## config.mk

```make
export PLATFORM = sky130hd
export DESIGN_NAME = ps2_rx_fifo
export DESIGN_NICKNAME = d
export VERILOG_FILES = /design/src/rtl/ps2_pkg.sv /design/src/rtl/sync_fifo.sv /design/src/rtl/ps2_rx_fifo.sv
export SDC_FILE = /design/constraint.sdc
export NUM_CORES = 1
export LEC_CHECK = 0
export BUFFER_PORTS_ARGS = -buffer_cell sky130_fd_sc_hd__buf_2
export CAP_MARGIN = 20
export CORE_ASPECT_RATIO = 1.4
export CORE_MARGIN = 3
export CORE_UTILIZATION = 26
export CTS_CLUSTER_DIAMETER = 150
export CTS_CLUSTER_SIZE = 8
export DETAILED_ROUTE_END_ITERATION = 12
export SLEW_MARGIN = 40
export SYNTH_ARGS = -nofsm -noshare
export SYNTH_HDL_FRONTEND = slang
export SYNTH_HIERARCHICAL = 1
export SYNTH_SLANG_ARGS = --single-unit
```

## constraint.sdc

```tcl
create_clock -name clk -period 7.1 [get_ports clk]
set_input_delay 0.355 -clock clk [delete_from_list [all_inputs] [get_ports clk]]
set_output_delay 0.355 -clock clk [all_outputs]
set_load 0.02 [all_outputs]
```

## src/rtl/ps2_pkg.sv

```systemverilog
// Shared PS/2 definitions: receiver FSM states, frame geometry and
// scan-code constants used by this receiver and the downstream translator.
package ps2_pkg;

  typedef enum logic [1:0] {
    IDLE,
    SHIFT,
    STOP
  } ps2_state_e;

  // Start + 8 data + parity + stop
  localparam int PS2_FRAME_BITS = 11;
  // Bits shifted in while in SHIFT: 8 data bits followed by parity
  localparam int PS2_PAYLOAD_BITS = PS2_FRAME_BITS - 2;

  localparam logic [7:0] PS2_BREAK = 8'hF0;
  localparam logic [7:0] PS2_EXT   = 8'hE0;

  // Odd parity over data plus parity bit: the XOR of all nine must be 1
  function automatic logic ps2_parity_ok(input logic [8:0] payload);
    return ^payload;
  endfunction

endpackage

```

## src/rtl/sync_fifo.sv

```systemverilog
// Single-clock circular FIFO. Pointers carry one extra wrap bit so that
// full and empty can be told apart without a separate occupancy counter.
// A push while full is accepted only when a pop frees a slot in the same
// cycle; a pop while empty is ignored.
module sync_fifo #(
  parameter int WIDTH = 8,
  parameter int DEPTH = 8
) (
  input  logic             clk,
  input  logic             rst,
  input  logic             push,
  input  logic             pop,
  input  logic [WIDTH-1:0] wdata,
  output logic [WIDTH-1:0] rdata,
  output logic             full,
  output logic             empty
);

  localparam int AW = $clog2(DEPTH);

  logic [WIDTH-1:0] mem_q [DEPTH];
  logic [AW:0]      wr_ptr_q, wr_ptr_d;
  logic [AW:0]      rd_ptr_q, rd_ptr_d;
  logic             do_push, do_pop;

  assign empty   = (wr_ptr_q == rd_ptr_q);
  assign full    = (wr_ptr_q[AW] != rd_ptr_q[AW]) &&
                   (wr_ptr_q[AW-1:0] == rd_ptr_q[AW-1:0]);
  assign do_pop  = pop & ~empty;
  assign do_push = push & (~full | do_pop);

  // Head entry is presented as zero while empty so the output is defined.
  assign rdata = empty ? '0 : mem_q[rd_ptr_q[AW-1:0]];

  // Next-pointer computation.
  always_comb begin
    // NOTE: every signal written here gets a default first, otherwise a
    // path that leaves it unassigned infers a latch.
    wr_ptr_d = wr_ptr_q;
    rd_ptr_d = rd_ptr_q;
    if (do_push) wr_ptr_d = wr_ptr_q + 1'b1;
    if (do_pop)  rd_ptr_d = rd_ptr_q + 1'b1;
  end

  // Pointer registers.
  always_ff @(posedge clk or posedge rst) begin
    // NOTE: sequential state uses non-blocking assignments so every flop
    // samples pre-edge values regardless of statement order.
    if (rst) begin
      wr_ptr_q <= '0;
      rd_ptr_q <= '0;
    end else begin
      wr_ptr_q <= wr_ptr_d;
      rd_ptr_q <= rd_ptr_d;
    end
  end

  // Storage write port.
  always_ff @(posedge clk) begin
    // NOTE: the storage array is deliberately not reset; the pointers alone
    // define which entries are valid, and an unreset array maps onto RAM.
    if (do_push) mem_q[wr_ptr_q[AW-1:0]] <= wdata;
  end

endmodule

```

## src/rtl/ps2_rx_fifo.sv

```systemverilog
// PS/2 device-to-host receiver: synchronises the raw pins, deserialises
// 11-bit frames, checks start/parity/stop and queues good scan codes for a
// ready / nextdata_n pull consumer. Errors and drops raise sticky flags.
module ps2_rx_fifo
  import ps2_pkg::*;
#(
  parameter int FIFO_DEPTH  = 8,
  parameter int TIMEOUT_CYC = 12000
) (
  input  logic       clk,
  input  logic       rst,
  input  logic       ps2_clk,
  input  logic       ps2_data,
  input  logic       nextdata_n,
  output logic [7:0] data,
  output logic       ready,
  output logic       overflow,
  output logic       frame_err
);

  localparam int TW = $clog2(TIMEOUT_CYC + 1);

  logic          clk_s1_q, clk_s2_q, clk_s3_q;
  logic          data_s1_q, data_s2_q;
  logic          fall, bit_in;

  ps2_state_e    state_q, state_d;
  logic [3:0]    cnt_q, cnt_d;
  logic [8:0]    shift_q, shift_d;
  logic [TW-1:0] tmo_q, tmo_d;
  logic          overflow_q, overflow_d;
  logic          frame_err_q, frame_err_d;

  logic          push, full, empty;

  // Two-flop synchronisers plus an edge-detect stage on the clock path;
  // reset to 1 because that is the idle bus level.
  always_ff @(posedge clk or posedge rst) begin
    if (rst) begin
      clk_s1_q  <= 1'b1;
      clk_s2_q  <= 1'b1;
      clk_s3_q  <= 1'b1;
      data_s1_q <= 1'b1;
      data_s2_q <= 1'b1;
    end else begin
      clk_s1_q  <= ps2_clk;
      clk_s2_q  <= clk_s1_q;
      clk_s3_q  <= clk_s2_q;
      data_s1_q <= ps2_data;
      data_s2_q <= data_s1_q;
    end
  end

  assign fall   = clk_s3_q & ~clk_s2_q;
  assign bit_in = data_s2_q;

  // Frame deserialiser, inactivity timeout and sticky error flags.
  always_comb begin
    state_d     = state_q;
    cnt_d       = cnt_q;
    shift_d     = shift_q;
    tmo_d       = tmo_q;
    overflow_d  = overflow_q;
    frame_err_d = frame_err_q;
    push        = 1'b0;

    unique case (state_q)
      IDLE: begin
        tmo_d = '0;
        // A high bit here is a line glitch, not a start bit: ignore it.
        if (fall && !bit_in) begin
          state_d = SHIFT;
          cnt_d   = '0;
        end
      end
      SHIFT, STOP: begin
        if (fall) begin
          tmo_d = '0;
          if (state_q == SHIFT) begin
            // LSB arrives first; after nine shifts shift_q = {parity, data}.
            shift_d = {bit_in, shift_q[8:1]};
            cnt_d   = cnt_q + 4'd1;
            if (cnt_q == 4'(PS2_PAYLOAD_BITS - 1)) state_d = STOP;
          end else begin
            if (bit_in && ps2_parity_ok(shift_q)) push = 1'b1;
            else                                  frame_err_d = 1'b1;
            state_d = IDLE;
          end
        end else if (tmo_q == TW'(TIMEOUT_CYC - 1)) begin
          // Device went quiet mid-frame: abandon the partial byte.
          tmo_d       = '0;
          state_d     = IDLE;
          frame_err_d = 1'b1;
        end else begin
          tmo_d = tmo_q + 1'b1;
        end
      end
      default: state_d = IDLE;
    endcase

    // Full implies non-empty, so a high nextdata_n means no slot is freed.
    if (push && full && nextdata_n) overflow_d = 1'b1;
  end

  // Deserialiser state registers.
  always_ff @(posedge clk or posedge rst) begin
    if (rst) begin
      state_q     <= IDLE;
      cnt_q       <= '0;
      shift_q     <= '0;
      tmo_q       <= '0;
      overflow_q  <= 1'b0;
      frame_err_q <= 1'b0;
    end else begin
      state_q     <= state_d;
      cnt_q       <= cnt_d;
      shift_q     <= shift_d;
      tmo_q       <= tmo_d;
      overflow_q  <= overflow_d;
      frame_err_q <= frame_err_d;
    end
  end

  sync_fifo #(
    .WIDTH (8),
    .DEPTH (FIFO_DEPTH)
  ) u_fifo (
    .clk   (clk),
    .rst   (rst),
    .push  (push),
    .pop   (~nextdata_n),
    .wdata (shift_q[7:0]),
    .rdata (data),
    .full  (full),
    .empty (empty)
  );

  assign ready     = ~empty;
  assign overflow  = overflow_q;
  assign frame_err = frame_err_q;

endmodule

```

# --- Word-level counts from Yosys, hierarchy flattened ---
# Memory sizes are Yosys's and may differ from the RTL's.
# Index checks and enable logic that the tools add are counted.
word_totals:
  register_bits: 44
  ramBits: 64
  input_bits: 5
  memories: 1
mem_list:
  columns: ["name", "words", "word_bits", "read_ports", "rd_ports_with_merged_regs", "write_ports", "line_no", "rtl"]
  rows:
  - ["u_fifo.mem_q", 8, 8, 1, 0, 1, "sync_fifo.sv:21", "logic [WIDTH-1:0] mem_q [DEPTH];"]
op_classes:
  n_addsub: 4
  n_eq_ne: 14
  n_mux: 24
  bitwise: 8
  n_reduce_logical: 15
ops:
  columns: ["op", "count"]
  rows:
  - ["2-to-1 mux 14 bit", 2]
  - ["one-hot mux 14 bit (2 select lines)", 1]
  - ["adder 14 x 1 -> 14 bit, second input constant", 1]
  - ["== test 14 bit, second input constant", 1]
  - ["adder 4 x 1 -> 4 bit, second input constant", 3]
  - ["2-to-1 mux 4 bit", 3]
  - ["2-to-1 mux 1 bit", 10]
  - ["2-to-1 mux 2 bit", 5]
  - ["inequality test 2 bit, second input constant", 5]
  - ["XOR reduction 9 bit", 1]
  - ["2-to-1 mux 8 bit", 1]
  - ["one-hot mux 4 bit (2 select lines)", 1]
  - ["AND reduction 4 bit", 2]
  - ["AND reduction 3 bit", 2]
  - ["logical AND 1 bit", 5]
  - ["== test 4 bit", 1]
  - ["== test 4 bit, second input constant", 1]
  - ["inequality test 4 bit, second input constant", 1]
  - ["inverter 1 bit", 4]
  - ["one-hot mux 2 bit (2 select lines)", 1]
  - ["nonzero test 2 bit", 2]
  - ["bitwise AND 1 bit", 3]
  - ["== test 3 bit", 1]
  - ["inequality test 3 bit, second input constant", 1]
  - ["7 further kinds", 7]

# --- Longest topological paths before layout ---
logic_depth:
  ltp_word: 9
  mapped_depth: 8

# --- Cells and area by module ---
# Netlist, hierarchy kept.
modules_own_cells:
  columns: ["module", "instances", "cells_each", "area_each_um2", "seq_area_each_um2"]
  rows:
  - ["sync_fifo", 1, 159, 3071.7, 2122.0]
  - ["ps2_rx_fifo", 1, 171, 1829.3, 907.1]

# --- Worst setup path after synthesis ---
# Ideal clock, no wire load.
synth_timing:
  path_type: "flip-flop to flip-flop"
  start: "register shift_q[3]"
  end: "memory u_fifo.mem_q[3][0], enable pin"
  setup_ns: 0.398
  t_arrival_ns: 2.638
  required_ns: 6.702
  setup_slack_ns: 4.064
  stages_incl_launch_ff: 7
  period_less_slack_ns: 3.036
  path_cell_list: "dfrtp_1 -> xnor2_1 -> xnor3_1 -> xnor2_1 -> and4_1 -> nand2_1 -> nor4b_1"
synth_between:
  elab_chain_cells: 9
synth_rtl:
  columns: ["item", "line_no", "rtl"]
  rows:
  - ["start, declared", "ps2_rx_fifo.sv:29", "logic [8:0] shift_q, shift_d;"]
  - ["start signal, assigned", "ps2_rx_fifo.sv:117", "shift_q <= shift_d;"]
  - ["XOR reduction 9 bit", "ps2_pkg.sv:21", "return ^payload;"]
  - ["logical AND 1 bit", "ps2_rx_fifo.sv:85", "if (bit_in && ps2_parity_ok(shift_q)) push = 1'b1;"]
  - ["2-to-1 mux 1 bit", "ps2_rx_fifo.sv:85", null]
  - ["2-to-1 mux 1 bit", "ps2_rx_fifo.sv:79", "if (state_q == SHIFT) begin"]
  - ["2-to-1 mux 1 bit", "ps2_rx_fifo.sv:77", "if (fall) begin"]
  - ["2-to-1 mux 1 bit", "ps2_rx_fifo.sv:67", "unique case (state_q)"]
  - ["via push", "ps2_rx_fifo.sv:34", "logic push, full, empty;"]
  - ["bitwise AND 1 bit", "sync_fifo.sv:30", "assign do_push = push & (~full | do_pop);"]
  - ["2-to-1 mux 1 bit", "sync_fifo.sv:62", "if (do_push) mem_q[wr_ptr_q[AW-1:0]] <= wdata;"]
  - ["2-to-1 mux 1 bit (implied by the code)", "sync_fifo.sv:62", null]
  - ["end, declared", "sync_fifo.sv:21", null]
# The timed path passes the listed nets, and every way through them passes these cells.

# --- Worst setup path after layout ---
layout_timing:
  start: "register shift_q[3]"
  end: "memory u_fifo.mem_q[2][6], enable pin"
# The elaborated chain is that of the path after synthesis.

==> results.sh <==
export IMPL_drt_iter0_drc=141
export IMPL_syn_inst=330
export IMPL_area_growth_pct=13.7
export IMPL_layout_min_cycle_time_ps=3170
export IMPL_hpwlAfterDp_um=6230
export IMPL_p_total_mw=1.89
export IMPL_maxSlewHeadroom_pct=47.4
export IMPL_final_cell_mix="edfxtp_1 (64), dfrtp_1 (38), nand2_1 (22), nor2_1 (22), mux4_2 (16)"
export IMPL_ys_seq_area_share_pct=61.8
export IMPL_vias=2707
export IMPL_postCtsResizedCells=0
export IMPL_drv_cap=0
export IMPL_drc=0
export IMPL_p_per_area_nw_per_um2=338
export IMPL_vdd_ir_drop_worst_uv=161
export IMPL_grt_use_met1_pct=11.6
export IMPL_grt_use_total_pct=9.56
export IMPL_cts_root_buf="clkbuf_16"
export IMPL_worst_pin_slew_ps=789
export IMPL_rows=58
export IMPL_synth_ff_type="edfxtp_1"
export IMPL_ant_nets=0
export IMPL_synthArstFlopShare_pct=40.7
export IMPL_grt_pass1_vias=2827
export IMPL_final_common_cell="edfxtp_1"
export IMPL_final_max_slew_viol_count=0
export IMPL_finClkSkew_ps=4.48
export IMPL_num_io_pins=16
export IMPL_start_util_pct=26.9
export IMPL_wl_per_cell_um=15.4
export IMPL_reg2reg_slack_ps=3930
export IMPL_routabilityCongestion=0.792
export IMPL_fmax_mhz=315
export IMPL_n_antenna_cell=0
export IMPL_cts_setup_buffers=0
export IMPL_setup_viol=0
export IMPL_clock_path_buffers=2
export IMPL_synthesis_nets=343
export IMPL_viasPerCell=4.55
export IMPL_portBuffers=15
export IMPL_fin_ws_ps=3930
export IMPL_yosysWarnings=6
export IMPL_critPathMaxFanout=11
export IMPL_critPathKind="reg -> reg"
export IMPL_cts_num_sinks=108
export IMPL_synth_edff_count=64
export IMPL_antenna_found_initial=1
export IMPL_grt_pass1_wl_um=15300
export IMPL_synth_cell_type_count=58
export IMPL_path_clk_slew_ps=70
export IMPL_endpoint_kind="flop"
export IMPL_tritoncts="built"
export IMPL_grt_max_degree=37
export IMPL_pre_cts_slack_ps=3960
export IMPL_min_period_over_period_pct=44.7
export IMPL_ys_ff_latch=108
export IMPL_grt_overflow=0
export IMPL_dr_pass1_iters=4
export IMPL_syn_area_um2=4900
export IMPL_drive_gt1_share_pct=24.5
export IMPL_rsz0062_at_grt="no"
export IMPL_fin_util_pct=30.6
export IMPL_leakage_nw=2.07
export IMPL_critPathLaunchType="flop"
export IMPL_die_y_um=168
export IMPL_syn_area_per_cell_um2=14.9
export IMPL_top_usage_layer="met2"
export IMPL_die_area_um2=20600
export IMPL_die_x_um=122
export IMPL_synth_area_leaders="edfxtp_1 (39%), dfrtp_1 (20%), mux4_2 (7.4%)"
export IMPL_status="finished, final reports clean"
export IMPL_finalSetupTns_ps=0
export IMPL_hold_class="in -> reg"
export IMPL_routed_wl_um=9140
export IMPL_worstSkewPairLatency_ps=340
export IMPL_yosysTopAreaCellShare_pct=39.2
export IMPL_synth_top_area_cell="edfxtp_1"
export IMPL_cts_htree_levels=3
export IMPL_fin_nets=363
export IMPL_grt_use_met2_pct=16.7
export IMPL_arrival_ps=3230
export IMPL_hold_viol=0
export IMPL_cts_buffers_inserted=9
export IMPL_grt_use_met3_pct=2.04
export IMPL_cp_required_ps=7160
export IMPL_core_area_um2=18200
## cells in the mapped netlist, types with 2 or more instances
| cell | n |
|---|---|
| mux2_2 | 10 |
| a31oi_1 | 2 |
| or4_1 | 2 |
| inv_1 | 14 |
| buf_6 | 7 |
| edfxtp_1 | 64 |
| and2_1 | 2 |
| ha_1 | 8 |
| a21oi_1 | 3 |
| buf_2 | 5 |
| xnor2_2 | 2 |
| xnor2_4 | 2 |
| nor2b_1 | 3 |
| mux2i_1 | 9 |
| dfrtp_1 | 39 |
| and4_1 | 2 |
| o21ai_0 | 8 |
| mux4_2 | 16 |
| clkbuf_1 | 3 |
| and3_1 | 2 |
| or3_1 | 3 |
| nor3_1 | 7 |
| nor4_1 | 6 |
| xor2_1 | 4 |
| nor2_1 | 23 |
| nand4_1 | 6 |
| xnor2_1 | 13 |
| nand2b_1 | 3 |
| dfstp_2 | 5 |
| nand2_1 | 22 |
| o311ai_1 | 2 |
| nand3_1 | 6 |
| a22o_1 | 2 |
## final timing paths
path	start	cells past startpoint	end
setup / recovery	shift_q[3]	7	u_fifo/mem_q[2][6]
setup reg to reg	shift_q[3]	7	u_fifo/mem_q[2][6]
hold reg to reg	data_s1_q	0	bit_in
max in group asynchronous	rst	4	clk_s2_q
min in group asynchronous	rst	3	u_fifo/rd_ptr_q[3]
hold / removal	ps2_clk	1	clk_s1_q
## cell families after synthesis
kind of cell	after synthesis	synth area share, %
multiplexers	36	11.8
XOR/XNOR	22	5.28
buffers and inverters	29	3.42
adder cells (fa/ha/maj)	8	2.04
AO/OA/AOI/OAI	30	4.88
AND/OR/NAND/NOR	97	10.8
flip-flops	108	61.8
## per-stage QoR
stage / hold WS (ps) / cells / cell area, um^2
floorplan: 171 / 330 / 4900
finish: 104 / 595 / 5570
global route: 89.0 / 595 / 5570
global placement: 324 / 578 / 5230
detailed placement: 332 / 578 / 5240
CTS: 94.2 / 595 / 5560
## metal layers
metal	routed length, um	up-vias
met5	13	-
met4	161	2
met3	280	16
met2	4890	37
met1	3790	1376
li1	-	1276
## critical path: stages, from the launching register on
cell and delay, ps:
dfrtp_1 500, xnor2_1 250, xnor3_1 430, xnor2_1 260, and4_1 410, nand2_1 170
nor4_1 590, buf_4 280
## cell type report
class                   instances  area [um^2]
fillers                      1785        12600
flip-flops and latches        108         3030
multi-input cells             193         1730
well taps                     240          300
clock buffers                  10          229
repair buffers                 24          145
clock inverters                 6         83.8
inverters                      14         52.6
## registers in the layout, summed over array words and instances (netlist names)
register	count
frame_err	1
shift_q	9
clk_s2_q	1
u_fifo/mem_q	64
u_fifo/wr_ptr_q	4
tmo_q	14
data_s1_q	1
clk_s1_q	1
cnt_q	4
clk_s3_q	1
state_q	2
overflow	1
bit_in	1
u_fifo/rd_ptr_q	4
## power by group
part	internal (mW)	switching, mW	total, mW
Sequential	0.720	0.107	0.827
Combinational	0.267	0.282	0.549
Clock	0.282	0.228	0.510
Total	1.27	0.618	1.89
## repair_timing
action,CTS,global route
hold endpoints to repair,8,0
hold buffers,1,0
endpoints found under the setup margin,0,0
(Power assumes the default switching activity.)
